<file path="src/rtl/sequenciador_comporta.sv">
// Weighing-gate sequencer: validates each received weight frame and runs the
// servo through open / hold / close phases, with a manual open request.
module sequenciador_comporta #(
  parameter int T_MOVE   = 25000000,
  parameter int T_ABERTA = 100000000,
  parameter int CNT_W    = 32
) (
  input  logic       clock,
  input  logic       reset,
  input  logic       quadro_valido,
  input  logic [7:0] peso_max,
  input  logic [7:0] peso_min,
  input  logic [7:0] peso_atual,
  input  logic       abrir_manual,
  output logic       cmd_abrir,
  output logic       comporta_aberta,
  output logic       erro_quadro,
  output logic [7:0] aberturas,
  output logic [7:0] descartados,
  output logic [3:0] db_estado
);

  typedef enum logic [3:0] {
    INICIAL  = 4'd0,
    ESPERA   = 4'd1,
    VALIDA   = 4'd2,
    COMPARA  = 4'd3,
    ABRINDO  = 4'd4,
    ABERTA   = 4'd5,
    FECHANDO = 4'd6,
    ERRO     = 4'd7
  } estado_t;

  localparam logic [CNT_W-1:0] FIM_MOVE   = CNT_W'(T_MOVE - 1);
  localparam logic [CNT_W-1:0] FIM_ABERTA = CNT_W'(T_ABERTA - 1);

  estado_t          estado;
  logic [CNT_W-1:0] cnt;
  logic [7:0]       r_max, r_min, r_atual;
  logic             bcd_invalido, faixa_ok, ocupado;

  function automatic logic nibble_ruim(input logic [7:0] v);
    return (v[7:4] > 4'd9) || (v[3:0] > 4'd9);
  endfunction

  assign bcd_invalido = nibble_ruim(r_max) || nibble_ruim(r_min) || nibble_ruim(r_atual);
  assign faixa_ok     = (r_atual >= r_min) && (r_atual <= r_max);
  assign ocupado      = (estado >= VALIDA) && (estado <= FECHANDO);

  // Moore outputs taken straight from the state register, so reset drops them at once
  assign cmd_abrir       = (estado == ABRINDO) || (estado == ABERTA);
  assign comporta_aberta = (estado == ABERTA);
  assign erro_quadro     = (estado == ERRO);
  assign db_estado       = estado;

  always_ff @(posedge clock or negedge reset) begin
    if (!reset) begin
      estado      <= INICIAL;
      cnt         <= '0;
      r_max       <= 8'h00;
      r_min       <= 8'h00;
      r_atual     <= 8'h00;
      aberturas   <= 8'h00;
      descartados <= 8'h00;
    end else begin
      if (ocupado && quadro_valido && (descartados != 8'hFF))
        descartados <= descartados + 8'd1;
      case (estado)
        INICIAL: estado <= ESPERA;
        ESPERA: begin
          if (quadro_valido) begin
            r_max   <= peso_max;
            r_min   <= peso_min;
            r_atual <= peso_atual;
            estado  <= VALIDA;
          end else if (abrir_manual) begin
            cnt    <= '0;
            estado <= ABRINDO;
          end
        end
        VALIDA: begin
          if (bcd_invalido || (r_min > r_max)) estado <= ERRO;
          else if (r_max == 8'h00)             estado <= ESPERA;
          else                                 estado <= COMPARA;
        end
        COMPARA: begin
          if (faixa_ok) begin
            cnt    <= '0;
            estado <= ABRINDO;
          end else begin
            estado <= ESPERA;
          end
        end
        ABRINDO: begin
          if (cnt == FIM_MOVE) begin
            cnt    <= '0;
            estado <= ABERTA;
          end else begin
            cnt <= cnt + CNT_W'(1);
          end
        end
        ABERTA: begin
          if (cnt == FIM_ABERTA) begin
            cnt    <= '0;
            estado <= FECHANDO;
          end else begin
            cnt <= cnt + CNT_W'(1);
          end
        end
        // a cycle only counts once the close travel has fully elapsed
        FECHANDO: begin
          if (cnt == FIM_MOVE) begin
            cnt    <= '0;
            estado <= ESPERA;
            if (aberturas != 8'hFF) aberturas <= aberturas + 8'd1;
          end else begin
            cnt <= cnt + CNT_W'(1);
          end
        end
        ERRO: begin
          if (quadro_valido) begin
            r_max   <= peso_max;
            r_min   <= peso_min;
            r_atual <= peso_atual;
            estado  <= VALIDA;
          end
        end
        default: estado <= INICIAL;
      endcase
    end
  end

endmodule
</file>
<file path="config.mk">
export PLATFORM = sky130hd
export DESIGN_NAME = sequenciador_comporta
export DESIGN_NICKNAME = d
export VERILOG_FILES = /design/src/rtl/sequenciador_comporta.sv
export SDC_FILE = /design/constraint.sdc
export NUM_CORES = 1
export LEC_CHECK = 0
export ABC_AREA = 1
export CORE_MARGIN = 8
export CORE_UTILIZATION = 35
export DETAILED_ROUTE_END_ITERATION = 8
export DONT_BUFFER_PORTS = 1
export SYNTH_ARGS = -nofsm -noshare
export SYNTH_HDL_FRONTEND = slang
export SYNTH_SLANG_ARGS = --single-unit
</file>
<file path="constraint.sdc">
create_clock -name clock -period 2.3 [get_ports clock]
set_clock_uncertainty 0.1 [all_clocks]
set_input_delay 0.46 -clock clock [delete_from_list [all_inputs] [get_ports clock]]
set_output_delay 0.46 -clock clock [all_outputs]
set_load 0.005 [all_outputs]
</file>
==> metrics.cfg, run 1 <==
[run_status]
status=complete, but fails checks
violations=hold timing

[synthesis]
synthTopCellsByArea=dfrtp_1 38%, nand2_1 16%, ha_1 6.9%
synthDistinctLibCells=37
synth_area_um2=4908
ys_seq_area_frac=0.3824
synth_top_family_by_area=simple AND/OR/NAND/NOR gates
yosys.area_share.simple=0.3426
ys_warn_count=0
synth-xor-area-share=0.06067
synth_async_sr_flop_share=1.000
synth_area_leader_cell=dfrtp_1
yosys.area.top_type_share=0.3824
synth_top_flop_cell=dfrtp_1
ys_ff_latch=75
synth_compound_area_frac=0.05328
synthMuxAreaShare=0.01835
syn_avg_cell_area_um2=7.348
synthCells=668
synthAdderAreaFrac=0.06882
synth_nets=723
synth_edf_count=0

[finish]
areaGrowthSynthToFinish_pct=10.78
nets=729
diodes=0
drive_gt1_frac=0.08395

[placement]
place_congestion=0.8651
io_buffers=0
dpl.hpwl_um=8779

[power]
p_leak_uw=0.002695
power-per-cell-area_nw_per_um2=1074
power_uw=5842
max-vdd-ir-drop_mv=0.6231

[hold_path]
hold_class=in2async

[global_routing]
grt_pass1_vias=4161
grt_overflow=0
grt_use_total=0.1369
antenna_found_initial=0
grt_max_degree=76
grt_pass1_wl_um=19900

[setup_path]
crit_type=reg2reg
worstSetupStartpointType=flop
critPathRequiredTime_ns=2.48
reg2reg_depth=11
crit_start=cnt[0]
crit_end=db_estado[1]
rrSetupSlack_ns=0.22
worstReg2RegStart=cnt[0]
end_kind=flop
critPathArrivalTime_ns=2.26
path_max_fanout=22
reg2reg_to=db_estado[1]

[cts]
post_cts_buffers=0
clockBufferDepth=2
clk_latency_ns=0.35
clk_pin_slew_worst_paths_ns=0.06
cts_tree=built
numCtsBuffers=9
clock_sinks=75
cts-htree-levels=3
root_buffer=clkbuf_16

[job]
maxCapViolCount=0

[floorplanning]
dieArea_um2=18070
initial_core_util=0.3564
core_area_um2=13770
rows=43
die_x_um=134.4
ios=51
fp.dieH_um=134.4

[sta]
tns_ns=0
clock.fmax_ghz=0.4807
hold_viol=75
slew_viol_final=0
fin_crit_sh=0.9044
rsz0062_at_grt=no
period_minus_slack_ns=2.080
finalSetupViolCount=0
holdWs_ns=-0.2931

[drt]
wl_per_cell_um=13.59
firstDrtPassIters=5
avgViaCountPerCell=4.905
drcViolationCount=0
drtIter0Drc=243
vias=4213
antenna_left=0
routed_wl_um=11680

==> routing by layer <==
metal | up-vias | wire, um | GRT usage | part of all wire
met5 | - | 0 | 0 | 0
met4 | 0 | 177 | 0.04991 | 0.015
met3 | 13 | 701 | 0.05049 | 0.060
met2 | 86 | 5452 | 0.2159 | 0.47
met1 | 1981 | 5345 | 0.1672 | 0.46
li1 | 2133 | - | - | -
==> final cells by class <==
| cell class | count | area (um^2) |
|---|---|---|
| Tap cell | 180 | 225.2 |
| Multi-Input combinational cell | 505 | 2681 |
| Sequential cell | 75 | 1877 |
| Clock inverter | 5 | 61.31 |
| Clock buffer | 11 | 242.7 |
| Fill cell | 1458 | 8335 |
| Inverter | 76 | 285.3 |
| Timing Repair Buffer | 7 | 65.06 |
==> synth_stat cells (3+ instances only) <==
| library cell | number |
|---|---|
| a21oi_1 | 29 |
| buf_2 | 5 |
| dfrtp_1 | 75 |
| ha_1 | 27 |
| inv_1 | 75 |
| mux2_2 | 8 |
| nand2_1 | 215 |
| nand2_2 | 6 |
| nand3_1 | 31 |
| nand3_2 | 6 |
| nand3b_1 | 3 |
| nand4_1 | 11 |
| nor2_1 | 78 |
| nor2_2 | 4 |
| nor3_1 | 21 |
| o21ai_0 | 10 |
| xnor2_1 | 8 |
| xor2_1 | 26 |
==> placed cells by master (no fill, tap or decap), types with 3 or more instances in the layout <==
master	Yosys	final
nand3b_1	3	3
buf_4	2	6
o21ai_0	10	10
nor2_1	78	78
mux2_2	8	8
nand2_2	6	6
a21oi_1	29	29
xnor2_1	8	8
clkbuf_16	0	9
nor2_2	4	4
xor2_1	26	26
dfrtp_1	75	75
inv_1	75	75
nand4_1	11	11
nand3_2	6	6
nor3_1	21	21
nand2_1	215	215
nand3_1	31	31
ha_1	27	27
==> power by group <==
part	internal (uW)	switching, uW	leakage (uW)
Clock	876	582	0.000150
Combinational	898	1520	0.00159
Sequential	1640	324	0.000955
Total	3410	2430	0.00270
==> how the worst min path moves through the flow <==
stage	to	slack (ns)	cells after the start
floorplan	aberturas[0]	0.06	0
global placement	aberturas[5]	0.07	0
detailed placement	aberturas[3]	0.07	0
CTS	r_max[4]	-0.30	0
global route	cnt[23]	-0.31	0
finish	cnt[23]	-0.29	0
==> worst max-delay path, cell delays in order, from the launching register on <==
cell and delay [ns]:
dfrtp_1 0.38, ha_1 0.23, nand2_2 0.10, nor2_4 0.14, nand2_1 0.07, nor2_1 0.12, nand2_2 0.12, o21ai_2 0.22
nand2_8 0.23, nor2_2 0.18, nand2_1 0.06, nand2_1 0.06
==> timing repair <==
item / CTS / global route
setup endpoints to repair: 0 / 2
resized for setup: 0 / 1
endpoints found under the hold margin: 75 / 75
==> flip-flops by register name, summed over array words and instances (netlist names) <==
signal and flops:
aberturas 8, cnt 32, db_estado 3, descartados 8, r_atual 8, r_max 8
r_min 8
==> logic make-up (layout without fill, tap and decap cells) <==
group / after synthesis / count (layout)
AOI/OAI and AO/OA: 47 / 47
xor gates and xnor gates: 34 / 34
adders and majority gates: 27 / 27
buffers and inverters: 88 / 99
DFF: 75 / 75
muxes: 8 / 8
other: 1 / 1
and+or+nand+nor: 388 / 388
==> stage by stage <==
step           utilization  hold slack, ns  area, um^2  setup WS, ns  std cells
4_1_cts             0.3942         -0.3024        5429        0.1940        859
3_5_place_dp        0.3721         0.07110        5125        0.2020        843
6_report            0.3948         -0.2931        5438        0.2198        859
2_1_floorplan            -         0.06441        4908        0.5129        668
5_1_grt             0.3948         -0.3119        5438       0.02413        859
3_3_place_gp        0.3721         0.07085        5125        0.2688        843
Note: power is estimated with default switching activity, not from simulation.
==> run 2, diff against run 1 <==
GPL_ROUTABILITY_DRIVEN = 0   (was unset)
clock period = 2 ns   (was 2.3 ns; I/O delays follow)
==> run 2 against run 1 <==
Compared with the run above: the flow still finishes with violations (hold timing); non-clock buffer count increased by 26; final area increased by 6.5%; critical path depth increased by 1; die area unchanged; clock power about the same; clock-buffer cell count unchanged; sequential cell count unchanged; core utilization increased by 2.6 points.
==> metrics.cfg, run 2 (synthesis results as in run 1) <==
[finish]
final_cell_mix=210 x nand2_1, 74 x nor2_1, 72 x inv_1, 70 x dfrtp_1, 30 x nand3_1  ; was 215 x nand2_1, 78 x nor2_1, 75 x inv_1, 75 x dfrtp_1, 31 x nand3_1
utilization=0.4204  ; was 0.3948
finalNonFillerCells=886  ; was 859
finalInstanceArea_um2=5791  ; was 5438 um^2
nets=757  ; was 729
diodes=0  ; unchanged
areaGrowthSynthToFinish_pct=17.97  ; was 10.78%
drive_gt1_frac=0.1544  ; was 0.08395
layout_commonest_cell=nand2_1  ; unchanged
fillers=1430  ; was 1458
top_register=cnt  ; unchanged
largest_register_ffs=32  ; unchanged

[drt]
vias=4427  ; was 4213
drcViolationCount=0  ; unchanged
routed_wl_um=12910  ; was 11680 um
avgViaCountPerCell=4.997  ; was 4.905
drtIter0Drc=222  ; was 243
wl_per_cell_um=14.57  ; was 13.59 um
firstDrtPassIters=5  ; unchanged
antenna_left=0  ; unchanged

[power]
max-vdd-ir-drop_mv=0.8704  ; was 0.6231 mV
power-per-cell-area_nw_per_um2=1297  ; was 1074 nW/um^2
p_leak_uw=0.002822  ; was 0.002695 uW

[sta]
hold_viol=75  ; unchanged
period_minus_slack_ns=1.927  ; was 2.080 ns
clock.fmax_ghz=0.5190  ; was 0.4807 GHz
slew_headroom=0.6611
fin_ws_ns=0.07311  ; was 0.2198 ns
slew_viol_final=0  ; unchanged
max_slew.worst_pin.slew_ns=0.5066
fin_crit_sh=0.9634  ; was 0.9044
holdWs_ns=-0.3526  ; was -0.2931 ns
finalSetupViolCount=0  ; unchanged

[setup_path]
worstReg2RegStart=r_max[7]  ; was cnt[0]
end_kind=flop  ; unchanged
critPathArrivalTime_ns=2.06  ; was 2.26 ns
critPathSlowestCell=dfrtp_1  ; unchanged
reg2reg_depth=12  ; was 11
crit_end=cnt[4]  ; was db_estado[1]
rrSetupSlack_ns=0.07  ; was 0.22 ns
crit_top_cell=nand2_1  ; unchanged
worstSetupStartpointType=flop  ; unchanged
path_cells=inv_2, ha_4, a21o_1, nor2_1, nand2_1, nand2_1, nand2_1, nand2_2, nand2_4, clkbuf_16, nand2_1, nand2_1  ; was ha_1, nand2_2, nor2_4, nand2_1, nor2_1, nand2_2, o21ai_2, nand2_8, nor2_2, nand2_1, nand2_1
critPathRequiredTime_ns=2.13  ; was 2.48 ns
reg2reg_to=cnt[4]  ; was db_estado[1]
crit_start=r_max[7]  ; was cnt[0]
crit_type=reg2reg  ; unchanged
path_max_fanout=8  ; was 22
max_stage_delay_ns=0.40  ; was 0.38 ns

[global_routing]
grt_pass1_wl_um=20510  ; was 19900 um
grt_use_total=0.1396  ; was 0.1369
antenna_found_initial=0  ; unchanged
grt_pass1_vias=4445  ; was 4161
grt_max_degree=76  ; unchanged
grt_overflow=0  ; unchanged

[cts]
cts-htree-levels=3  ; unchanged
cts_tree=built  ; unchanged
clockBufferDepth=2  ; unchanged
clk_pin_slew_worst_paths_ns=0.06  ; about the same
numCtsBuffers=9  ; unchanged
root_buffer=clkbuf_16  ; unchanged
clock_sinks=75  ; unchanged
clk_latency_ns=0.34  ; was 0.35 ns

[placement]
dpl.hpwl_um=9137  ; was 8779 um
dp_slack_ns=0.04482  ; was 0.2020 ns
io_buffers=0  ; unchanged
dp_cells=862  ; was 843
placed_area_um2=5280  ; was 5125 um^2

[floorplanning]
dieArea_um2=18070  ; unchanged
die_x_um=134.4  ; unchanged
initial_core_util=0.3564  ; unchanged
ios=51  ; unchanged
core_area_um2=13770  ; unchanged
rows=43  ; unchanged
fp.dieH_um=134.4  ; unchanged

[run_status]
status=complete, but fails checks  ; unchanged
violations=hold timing  ; unchanged

[job]
maxCapViolCount=0  ; unchanged

[hold_path]
hold_class=in2async  ; unchanged

## run 2: cell count changes in the layout (fill, tap and decap cells not counted), sizes merged
| cell | delta |
|---|---|
| clkinv | -1 |
| clkinvlp | +2 |
| inv | -1 |
| clkbuf | +2 |
| buf | +24 |
| nand2 | +2 |
| bufinv | -1 |
## run 2: what timing repair did
action / CTS / global route
pin swaps: 0 / 4
setup buffers: 0 / 4
hold endpoints to repair: 75 / 75
setup endpoints to repair: 1 / 42
resized for setup: 1 / 32
cloned: 0 / 5
## run 2: worst min path at each step
stage	from	slack, ns	end
2_1_floorplan	reset	0.004	aberturas[0]
3_3_place_gp	reset	0.01	aberturas[5]
6_report	reset	-0.35	aberturas[3]
3_5_place_dp	reset	0.01	aberturas[5]
5_1_grt	reset	-0.37	cnt[7]
4_1_cts	reset	-0.36	r_min[5]
## run 2: area by class of cell
type                    count  area, um^2  area share
clock buffers              11       232.7     0.04019
clock inverters             4       28.78    0.004970
inverters                  76       287.8     0.04970
multi-input cells         507        2818      0.4866
flip-flops and latches     75        1883      0.3252
well taps                 180       225.2     0.03889
repair buffers             33       315.3     0.05445
## run 2: through the flow
stage,hold slack (ns),TNS [ns],power (uW)
6_report,-0.3526,0,7512
5_1_grt,-0.3693,-0.01419,8104
4_1_cts,-0.3587,0,6781
3_5_place_dp,0.01068,0,5273
3_3_place_gp,0.01044,0,5138
2_1_floorplan,0.004409,0,4406
## run 2: critical path: cells and delay by family, from the launching register on
family	cells	cell delay, ns
compound gates	1	0.17
buf+inv	2	0.29
simple gates	8	0.64
flops	1	0.40
fa+ha+maj	1	0.20
## run 2: report_power, final
part	leakage (uW)	internal [uW]	switching (uW)
Combinational	0.00175	1600	2140
Sequential	0.000949	1890	418
Clock	0.000122	833	632
## run 2: metal layers
| metal | GRT usage | vias to the layer above | share of wire |
|---|---|---|---|
| li1 | - | 2192 | - |
| met1 | 0.1544 | 2068 | 0.42 |
| met2 | 0.2378 | 148 | 0.48 |
| met3 | 0.05497 | 19 | 0.082 |
| met4 | 0.04928 | 0 | 0.019 |
| met5 | 0 | - | 0 |
==> run 3, diff against run 2 <==
GPL_TIMING_DRIVEN = 0   (was unset)
MAX_ROUTING_LAYER = met4   (was unset)
==> run 3 against run 2 <==
Compared with the run above: the flow still finishes with violations (hold timing); clock power grew 16%; core utilization grew 0.40 points; hold slack gained 0.0045 ns; first-iteration DRC count grew 13%; sequential power shrank 2%; power grew 4.6%; sequential cell count is the same; maximum frequency is essentially flat; final area grew 0.95%; worst setup slack gained 0.0014 ns; sequential share of layout area shrank 0.33 points; critical endpoint is now cnt[20]; largest cell class unchanged; largest power group unchanged.
==> metrics.cfg, run 3 (synthesis results as in run 1) <==
[power]
power_uw=7856  ; was 7512 uW
p_leak_uw=0.002833  ; was 0.002822 uW
max-vdd-ir-drop_mv=1.032  ; was 0.8704 mV
power-per-cell-area_nw_per_um2=1344  ; was 1297 nW/um^2

[cts]
clockBufferDepth=2  ; unchanged
clk_pin_slew_worst_paths_ns=0.06  ; about the same
numCtsBuffers=9  ; unchanged
root_buffer=clkbuf_16  ; unchanged
cts_tree=built  ; unchanged
clock_sinks=75  ; unchanged
clk_latency_ns=0.34  ; about the same
cts-htree-levels=3  ; unchanged

[finish]
layout_commonest_cell=nand2_1  ; unchanged
finalInstanceArea_um2=5846  ; was 5791 um^2
largest_register_ffs=32  ; unchanged
fillers=1454  ; was 1430
finalNonFillerCells=882  ; was 886
multiInputGateArea_um2=2851  ; was 2818 um^2
final_cell_mix=208 x nand2_1, 72 x nor2_1, 71 x dfrtp_1, 69 x inv_1, 30 x nand3_1  ; was 210 x nand2_1, 74 x nor2_1, 72 x inv_1, 70 x dfrtp_1, 30 x nand3_1
top_register=cnt  ; unchanged
areaGrowthSynthToFinish_pct=19.09  ; was 17.97%
seqCellArea_um2=1882  ; was 1883 um^2
diodes=0  ; unchanged
drive_gt1_frac=0.1610  ; was 0.1544
nets=752  ; was 757

[setup_path]
crit_end=cnt[20]  ; was cnt[4]
reg2reg_depth=11  ; was 12
critPathArrivalTime_ns=2.05  ; was 2.06 ns
crit_family=simple AND/OR/NAND/NOR gates  ; unchanged
crit_type=reg2reg  ; unchanged
max_stage_delay_ns=0.42  ; was 0.40 ns
end_kind=flop  ; unchanged
crit_start=cnt[1]  ; was r_max[7]
reg2reg_to=cnt[20]  ; was cnt[4]
path_depth=11  ; was 12
critPathRequiredTime_ns=2.13  ; about the same
worst-path-buf-inv=1  ; was 2
worstSetupStartpointType=flop  ; unchanged
worstReg2RegStart=cnt[1]  ; was r_max[7]
path_max_fanout=10  ; was 8
rrSetupSlack_ns=0.07  ; about the same
path_cells=ha_4, nand2_2, nor2_4, nand2_2, nor2_4, nand2_4, nand2_4, nand2_4, buf_8, nand2_1, nand2_1  ; was inv_2, ha_4, a21o_1, nor2_1, nand2_1, nand2_1, nand2_1, nand2_2, nand2_4, clkbuf_16, nand2_1, nand2_1
crit_top_cell=nand2_4  ; was nand2_1
critPathSlowestCell=dfrtp_1  ; unchanged

[global_routing]
grt_pass1_wl_um=20540  ; was 20510 um
grt_pass1_vias=4270  ; was 4445
grt_max_degree=76  ; unchanged
grt_use_total=0.1456  ; was 0.1396
grt_overflow=0  ; unchanged
antenna_found_initial=0  ; unchanged

[floorplanning]
dieArea_um2=18070  ; unchanged
ios=51  ; unchanged
die_x_um=134.4  ; unchanged
initial_core_util=0.3564  ; unchanged
fp.dieH_um=134.4  ; unchanged
rows=43  ; unchanged
core_area_um2=13770  ; unchanged

[sta]
slew_headroom=0.6499  ; was 0.6611
finalSetupViolCount=0  ; unchanged
period_minus_slack_ns=1.925  ; was 1.927 ns
slew_viol_final=0  ; unchanged
holdWs_ns=-0.3481  ; was -0.3526 ns
max_slew.worst_pin.slew_ns=0.5232  ; was 0.5066 ns
fin_crit_sh=0.9627  ; was 0.9634
clock.fmax_ghz=0.5193  ; was 0.5190 GHz
rsz0062_at_grt=yes
tns_ns=0  ; unchanged
hold_viol=75  ; unchanged

[drt]
wl_met3_um=733  ; was 1055 um
avgViaCountPerCell=4.950  ; was 4.997
drtIter0Drc=251  ; was 222
topRoutingLayerUsed=met4  ; unchanged
antenna_left=0  ; unchanged
firstDrtPassIters=5  ; unchanged
wl_met1_um=5604  ; was 5461 um
drcViolationCount=0  ; unchanged
route.met2.wl_um=6012  ; was 6152 um
routed_wl_um=12540  ; was 12910 um
wl_per_cell_um=14.22  ; was 14.57 um
vias=4366  ; was 4427

[placement]
dpl.hpwl_um=9066  ; was 9137 um
placed_area_um2=5134  ; was 5280 um^2
dp_cells=848  ; was 862
io_buffers=0  ; unchanged

[run_status]
violations=hold timing  ; unchanged
status=complete, but fails checks  ; unchanged

[job]
maxCapViolCount=0  ; unchanged

[hold_path]
hold_class=in2async  ; unchanged

## run 3: changes by cell type in the layout (fill, tap and decap cells not counted), moves of 3 or more
cell / change
buf_4: -10
buf_8: +4
clkbuf_8: +3
inv_1: -3
inv_2: +3
## run 3: worst min path at each step
stage / from / end / slack, ns / depth (start not counted)
after global routing: reset / aberturas[0] / -0.37 / 0
after CTS: reset / r_max[4] / -0.36 / 0
after global placement: reset / aberturas[5] / 0.01 / 0
final: reset / aberturas[0] / -0.35 / 0
after floorplan: reset / aberturas[0] / 0.004 / 0
after detailed placement: reset / aberturas[3] / 0.01 / 0
## run 3: final cells by class
cell class,instances,area share
plain buffers,12,0.01948
repair buffers,17,0.02783
repair inverters,1,0.001284
multi-input cells,505,0.4878
clock buffers,13,0.04623
clock inverters,3,0.007705
inverters,76,0.04923
well taps,180,0.03853
flip-flops and latches,75,0.3219
## run 3: power breakdown
part / switching, uW / leakage (uW) / internal [uW]
sequential: 379 / 0.000950 / 1890
combinational: 2180 / 0.00174 / 1710
clock: 631 / 0.000148 / 1070
total: 3190 / 0.00283 / 4670
## run 3: repair_timing
action,in CTS,in global routing
cloned,0,3
endpoints found under the setup margin,33,61
pin swaps,1,9
gates resized for setup,11,50
endpoints found under the hold margin,75,75
buffers inserted,2,13
## run 3: stage by stage
stage                     worst slack, ns    util
after floorplan                    0.2129       -
after global placement            -0.2349  0.3727
after detailed placement          -0.2811  0.3727
after CTS                        0.001031  0.3993
after global routing             -0.04313  0.4244
final                             0.07450  0.4244
## run 3: worst register-to-register path, cell delays in order (launching register included)
cell	delay, ns
dfrtp_1	0.42
ha_4	0.17
nand2_2	0.08
nor2_4	0.18
nand2_2	0.14
nor2_4	0.15
nand2_4	0.10
nand2_4	0.12
nand2_4	0.08
buf_8	0.16
nand2_1	0.07
nand2_1	0.05
## run 3: metal layers
metal,global-route usage,vias to the layer above
li1,-,2175
met1,0.1702,2072
met2,0.2301,104
met3,0.05198,15
met4,0.04429,0
met5,-,-
